<file path="src/rtl/arb_pkg.sv">
// rtl/arb_pkg.sv - shared types and constants for the request/grant arbiter
//
// Purpose: FSM state encoding and arbitration-mode constants used by
// req_grant_arbiter. No ports; imported with arb_pkg::*.
package arb_pkg;

  typedef enum logic [1:0] {
    IDLE    = 2'd0,
    GRANT   = 2'd1,
    RELEASE = 2'd2
  } arb_state_e;

  localparam logic MODE_FIXED = 1'b0;  // index 0 always highest priority
  localparam logic MODE_RR    = 1'b1;  // search starts at the rotating pointer

endpackage

</file>
<file path="src/rtl/rr_pick.sv">
// rtl/rr_pick.sv - combinational rotating-base first-one finder
//
// Purpose: starting at index `base` and wrapping modulo N, find the first set
// bit of `req`. A base of 0 gives plain lowest-index-wins priority.
// Ports:
//   req     in  [N-1:0]  request vector
//   base    in  [W-1:0]  index where the search starts (must be < N)
//   gnt_oh  out [N-1:0]  one-hot winner, all-zero when nothing requested
//   gnt_idx out [W-1:0]  binary index of winner, 0 when nothing requested
//   any     out          at least one request bit is set
module rr_pick #(
  parameter int N = 4,
  parameter int W = $clog2(N)
) (
  input  logic [N-1:0] req,
  input  logic [W-1:0] base,
  output logic [N-1:0] gnt_oh,
  output logic [W-1:0] gnt_idx,
  output logic         any
);

  logic [N-1:0] rot;    // req rotated so that bit 0 corresponds to `base`
  logic [W-1:0] offset; // distance of the winner from `base`
  logic         found;
  logic [W:0]   sum;    // one extra bit so base+offset cannot overflow before the wrap

  always_comb begin
    rot    = N'({req, req} >> base);
    found  = 1'b0;
    offset = '0;
    for (int i = 0; i < N; i++) begin
      if (!found && rot[i]) begin
        found  = 1'b1;
        offset = W'(i);
      end
    end

    // Modulo-N wrap done by a single conditional subtract: base < N and
    // offset < N, so the sum is always below 2N.
    sum = {1'b0, base} + {1'b0, offset};
    if (sum >= (W+1)'(N)) begin
      sum = sum - (W+1)'(N);
    end

    any     = found;
    gnt_idx = found ? sum[W-1:0] : '0;
    gnt_oh  = found ? ({{(N-1){1'b0}}, 1'b1} << sum[W-1:0]) : '0;
  end

endmodule

</file>
<file path="src/rtl/req_grant_arbiter.sv">
// rtl/req_grant_arbiter.sv - fixed-priority / round-robin grant arbiter with hold budget
//
// Purpose: shares one downstream resource among NUM_REQ requesters. A grant
// is held until the owner asserts done, drops its request, or has held it for
// HOLD_MAX cycles. Every grant is followed by a one-cycle dead time.
// Ports:
//   clk       in                 rising-edge clock
//   rst_n     in                 asynchronous active-low reset
//   req       in  [NUM_REQ-1:0]  per-requester request level
//   mode      in                 0 = fixed priority, 1 = round-robin (sampled in IDLE)
//   done      in                 current owner finished (used only while granted)
//   gnt       out [NUM_REQ-1:0]  one-hot grant
//   gnt_valid out                a grant is active
//   gnt_id    out [IDW-1:0]      index of the owner, 0 when idle
//   timeout   out                one-cycle pulse on a forced release
module req_grant_arbiter
  import arb_pkg::*;
#(
  parameter int NUM_REQ  = 4,
  parameter int HOLD_MAX = 15,
  localparam int IDW     = $clog2(NUM_REQ),
  localparam int CW      = $clog2(HOLD_MAX + 1)
) (
  input  logic               clk,
  input  logic               rst_n,
  input  logic [NUM_REQ-1:0] req,
  input  logic               mode,
  input  logic               done,
  output logic [NUM_REQ-1:0] gnt,
  output logic               gnt_valid,
  output logic [IDW-1:0]     gnt_id,
  output logic               timeout
);

  arb_state_e         state_q, state_d;
  logic [NUM_REQ-1:0] gnt_q, gnt_d;
  logic               gnt_valid_q, gnt_valid_d;
  logic [IDW-1:0]     gnt_id_q, gnt_id_d;
  logic               timeout_q, timeout_d;
  logic [IDW-1:0]     rr_ptr_q, rr_ptr_d;
  logic [CW-1:0]      hold_cnt_q, hold_cnt_d;

  logic [IDW-1:0]     search_base;
  logic [NUM_REQ-1:0] pick_oh;
  logic [IDW-1:0]     pick_idx;
  logic               pick_any;

  logic               owner_req;
  logic               hit_limit;
  logic [IDW-1:0]     next_ptr;

  // Fixed priority is the same search anchored at index 0.
  always_comb begin
    case (mode)
      MODE_FIXED: search_base = '0;
      MODE_RR:    search_base = rr_ptr_q;
      default:    search_base = '0;
    endcase
  end

  rr_pick #(
    .N (NUM_REQ),
    .W (IDW)
  ) u_pick (
    .req     (req),
    .base    (search_base),
    .gnt_oh  (pick_oh),
    .gnt_idx (pick_idx),
    .any     (pick_any)
  );

  always_comb begin
    // Owner's request seen through the one-hot grant, so no index decode is needed.
    owner_req = |(req & gnt_q);
    hit_limit = (hold_cnt_q == CW'(HOLD_MAX - 1));
    next_ptr  = (gnt_id_q == IDW'(NUM_REQ - 1)) ? '0 : gnt_id_q + IDW'(1);

    state_d     = state_q;
    gnt_d       = gnt_q;
    gnt_valid_d = gnt_valid_q;
    gnt_id_d    = gnt_id_q;
    timeout_d   = 1'b0;
    rr_ptr_d    = rr_ptr_q;
    hold_cnt_d  = hold_cnt_q;

    case (state_q)
      IDLE: begin
        if (pick_any) begin
          state_d     = GRANT;
          gnt_d       = pick_oh;
          gnt_valid_d = 1'b1;
          gnt_id_d    = pick_idx;
          hold_cnt_d  = '0;
        end
      end

      GRANT: begin
        if (done || !owner_req || hit_limit) begin
          state_d     = RELEASE;
          gnt_d       = '0;
          gnt_valid_d = 1'b0;
          gnt_id_d    = '0;
          hold_cnt_d  = '0;
          // A voluntary release on the last budget cycle is not a timeout.
          timeout_d   = hit_limit && !done && owner_req;
          // Advanced in both modes so a later switch to round-robin stays fair.
          rr_ptr_d    = next_ptr;
        end else begin
          hold_cnt_d  = hold_cnt_q + CW'(1);
        end
      end

      RELEASE: begin
        state_d = IDLE;
      end

      default: begin
        state_d     = IDLE;
        gnt_d       = '0;
        gnt_valid_d = 1'b0;
        gnt_id_d    = '0;
        hold_cnt_d  = '0;
      end
    endcase
  end

  always_ff @(posedge clk or negedge rst_n) begin
    if (!rst_n) begin
      state_q     <= IDLE;
      gnt_q       <= '0;
      gnt_valid_q <= 1'b0;
      gnt_id_q    <= '0;
      timeout_q   <= 1'b0;
      rr_ptr_q    <= '0;
      hold_cnt_q  <= '0;
    end else begin
      state_q     <= state_d;
      gnt_q       <= gnt_d;
      gnt_valid_q <= gnt_valid_d;
      gnt_id_q    <= gnt_id_d;
      timeout_q   <= timeout_d;
      rr_ptr_q    <= rr_ptr_d;
      hold_cnt_q  <= hold_cnt_d;
    end
  end

  assign gnt       = gnt_q;
  assign gnt_valid = gnt_valid_q;
  assign gnt_id    = gnt_id_q;
  assign timeout   = timeout_q;

endmodule

</file>
<file path="config.mk">
export PLATFORM = sky130hd
export DESIGN_NAME = req_grant_arbiter
export DESIGN_NICKNAME = d
export VERILOG_FILES = /design/src/rtl/arb_pkg.sv /design/src/rtl/rr_pick.sv /design/src/rtl/req_grant_arbiter.sv
export SDC_FILE = /design/constraint.sdc
export NUM_CORES = 1
export LEC_CHECK = 0
export CAP_MARGIN = 0
export CORE_ASPECT_RATIO = 0.8
export CORE_UTILIZATION = 40
export CTS_BUF_LIST = sky130_fd_sc_hd__clkbuf_8 sky130_fd_sc_hd__clkbuf_16
export DETAILED_ROUTE_END_ITERATION = 7
export HOLD_SLACK_MARGIN = 0.05
export PLACE_DENSITY = 0.67
export SLEW_MARGIN = 0
export SYNTH_ARGS = -nofsm -noshare
export SYNTH_HDL_FRONTEND = slang
export SYNTH_HIERARCHICAL = 1
export SYNTH_SLANG_ARGS = --single-unit
</file>
<file path="constraint.sdc">
create_clock -name clk -period 2.5 [get_ports clk]
set_input_delay 0.5 -clock clk [delete_from_list [all_inputs] [get_ports clk]]
set_output_delay 0.5 -clock clk [all_outputs]
set_load 0.05 [all_outputs]
</file>
==> flow_summary.ini <==
[synth]
synth_edf_count = 0
ys_seq_elements = 16
avgSynthCellArea_um2 = 10.1
async_reset_ff_share_pct = 100
yosys.area.top_type = dfrtp_1
synthMuxAreaShare_pct = 7.39
yosys_warnings = 6
synth_nets = 116
synthSimpleGateAreaFrac_pct = 20.7
yosysTopAreaCellShare_pct = 38.1
synth_area_leaders = dfrtp_1 38%, ha_1 4.8%, a22o_1 4.2%, nand2_1 3.9%, mux2i_1 3.8%
synth_top_family_by_area = compound AO/OA/AOI/OAI gates
ys_types = 42
syn_area_um2 = 1050
synthAdderAreaFrac_pct = 4.77
synth-compound-area-share_pct = 24.3
synth_cells = 104
netlist_top_cells_count = 16 x dfrtp_1, 11 x nand2_1, 5 x a22o_1
synth_most_common_cell = dfrtp_1
synth_flop_cell = dfrtp_1
synth_xor_xnor_area_share_pct = 0.834
ys_seq_area_share_pct = 38.1

[die]
die_area_um2 = 2830
io_pins = 16
die_w_um = 59.3
core_area_um2 = 2460
floorplan.rows = 16
fp.dieH_um = 47.8
start_util_pct = 42.6

[critical_path]
crit_path_start = req[0]
critPathArrivalTime_ns = 2.54
crit_type = in2reg
critPathSlowestCell = dlygate4sd2_1
crit_end = gnt[2]$_DFFE_PN0P_
r2r_cells = 10
critPathCaptureType = register
r2r_setup_slack_ns = 0.23
worstPathCellList = dlygate4sd2_1 > o21a_1 > a21oi_1 > o211ai_1 > ha_2 > xnor2_2 > buf_4 > or3_4 > mux2i_1 > a22o_1
cp.required_ns = 2.69
worstSetupStartpointType = primary input
r2r-start = rr_ptr_q[0]$_DFFE_PN0P_
slowest_delay_ns = 0.35
rr_endpoint = gnt[2]$_DFFE_PN0P_
critPathMaxFanout = 7

[cells_and_area]
drive_gt1_share_pct = 28.9
syn2layout_area_growth_pct = 35.6
fin_cells = 171
num-nets-final = 149
antenna-diode-count = 0
n_fill_cell = 218

[power_and_ir_drop]
ir_drop_v = 0.000670
p_per_area_nw_per_um2 = 969
p_total_mw = 1.38
leakage_nw = 0.643

[timing]
fin_crit_sh_pct = 94.4
fin_crit_ns = 2.36
rsz0062_at_grt = no
clock_skew_ns = 0.00652
max_freq_mhz = 424
slew_viol_final = 0
slew_headroom_pct = 53.2
setup_viol = 0
hold_viol = 0
max_slew.worst_pin.slew_ns = 0.699

[clocking]
cts_root_buffer = clkbuf_8
cts_inserted_buffers = 3
htree_num_levels = 1
hold_buffers = 0
cts_tree = done
clk_pin_slew_ns = 0.06
clkLatencyLatePin_ns = 0.25
clockBufferDepth = 2
clock-sinks = 16

[place]
dp_hpwl_mm = 1.85
dp.cells = 168
io_buffers = 15
place.gp.congestion = 0.817

[global_routing]
grt_pass1_wl_mm = 3.77
grt_max_degree = 17
grt_pass1_vias = 829
antenna_found_initial = 0
grt_usage_pct = 18.9
grt-ovfl-total = 0

[hold_path]
hold_path_class = reg2reg

[drt]
drcViolationCount = 0
num_vias = 906
routedWlPerCell_um = 14.0
drt_iter0_drc = 38
first_pass_iters = 4
routed_via_density = 5.30
drt_wl_total_mm = 2.39
ant_nets = 0

[flow_run]
maxCapViolCount = 0

[outcome]
status = finished, final reports clean
## per-layer routing
layer	routed length, µm	part of all wire (%)	vias up	track usage [%]
li1	-	-	446	-
met1	1190	50	438	25.9
met2	1080	45	22	30.1
met3	119	5.0	0	5.95
met4	0	0	0	2.86
met5	0	0	-	0
## layout make-up
type                       instances  area, µm²  share of cell area [%]
multi-input combinational         80        639                    44.9
sequential                        16        400                    28.1
timing repair buffer              31        279                    19.6
tap                               36       45.0                    3.16
clock buffer                       3       41.3                    2.90
inverter                           5       18.8                    1.32
## logic make-up (layout without fill, tap and decap cells)
kind of cell / count (synthesis) / count (layout)
adder cells (fa/ha/maj): 4 / 4
flip-flops: 16 / 16
AND/OR/NAND/NOR: 39 / 39
AO/OA/AOI/OAI: 29 / 29
multiplexers: 7 / 7
buffers and inverters: 8 / 39
XOR/XNOR: 1 / 1
## worst min-delay path by stage
| stage | end | cells past startpoint | slack [ns] | start |
|---|---|---|---|---|
| after floorplan | gnt[0]$_DFFE_PN0P_ | 0 | 0.20 | rst_n |
| after global placement | rr_ptr_q[1]$_DFFE_PN0P_ | 1 | 0.47 | rr_ptr_q[1]$_DFFE_PN0P_ |
| after detailed placement | rr_ptr_q[0]$_DFFE_PN0P_ | 1 | 0.47 | rr_ptr_q[0]$_DFFE_PN0P_ |
| after CTS | gnt_valid$_DFFE_PN0P_ | 1 | 0.49 | gnt_valid$_DFFE_PN0P_ |
| after global routing | gnt_valid$_DFFE_PN0P_ | 1 | 0.51 | gnt_valid$_DFFE_PN0P_ |
| final | gnt_valid$_DFFE_PN0P_ | 1 | 0.49 | gnt_valid$_DFFE_PN0P_ |
## sequential cells by signal (all words and copies together) (netlist names)
signal      flops
gnt_id          2
hold_cnt_q      4
gnt_valid       1
rr_ptr_q        2
gnt             4
timeout         1
state_q         2
## power breakdown
| part | switching (mW) | internal [mW] |
|---|---|---|
| Clock | 0.0815 | 0.107 |
| Combinational | 0.441 | 0.348 |
| Sequential | 0.0700 | 0.332 |
## critical path: cells and delay by family
family	cells	cell delay (ns)
mux	1	0.18
compound gates	4	0.67
buf+inv	2	0.50
simple gates	1	0.33
fa+ha+maj	1	0.22
xor+xnor	1	0.13
## through the flow
step | setup TNS (ns) | worst slack (ns) | util, % | cell area [µm²] | hold slack [ns]
6_report | 0 | 0.141 | 57.8 | 1420 | 0.486
2_1_floorplan | 0 | 0.230 | - | 1050 | 0.204
5_1_grt | 0 | 0.101 | 57.8 | 1420 | 0.509
4_1_cts | 0 | 0.0184 | 56.4 | 1390 | 0.488
3_3_place_gp | -0.843 | -0.196 | 54.6 | 1340 | 0.470
3_5_place_dp | -1.61 | -0.367 | 54.6 | 1340 | 0.472
## cells in the final DEF (no fill, tap or decap), drive strengths merged, types with 4 or more instances in the layout
cell           count
a21o               4
a21oi              4
a22o               5
buf               16
clkdlybuf4s50     10
dfrtp             16
ha                 4
inv                5
mux2i              4
nand2             11
nor2               4
nor3               4
o21ai              4
## what timing repair did
item                       4_1_cts  5_1_grt
setup endpoints to repair        5        4
pin swaps                        0        3
setup buffers                    0        0
hold endpoints to repair         0        0
resized for setup                5        9
Note: power is estimated with default switching activity, not from simulation.
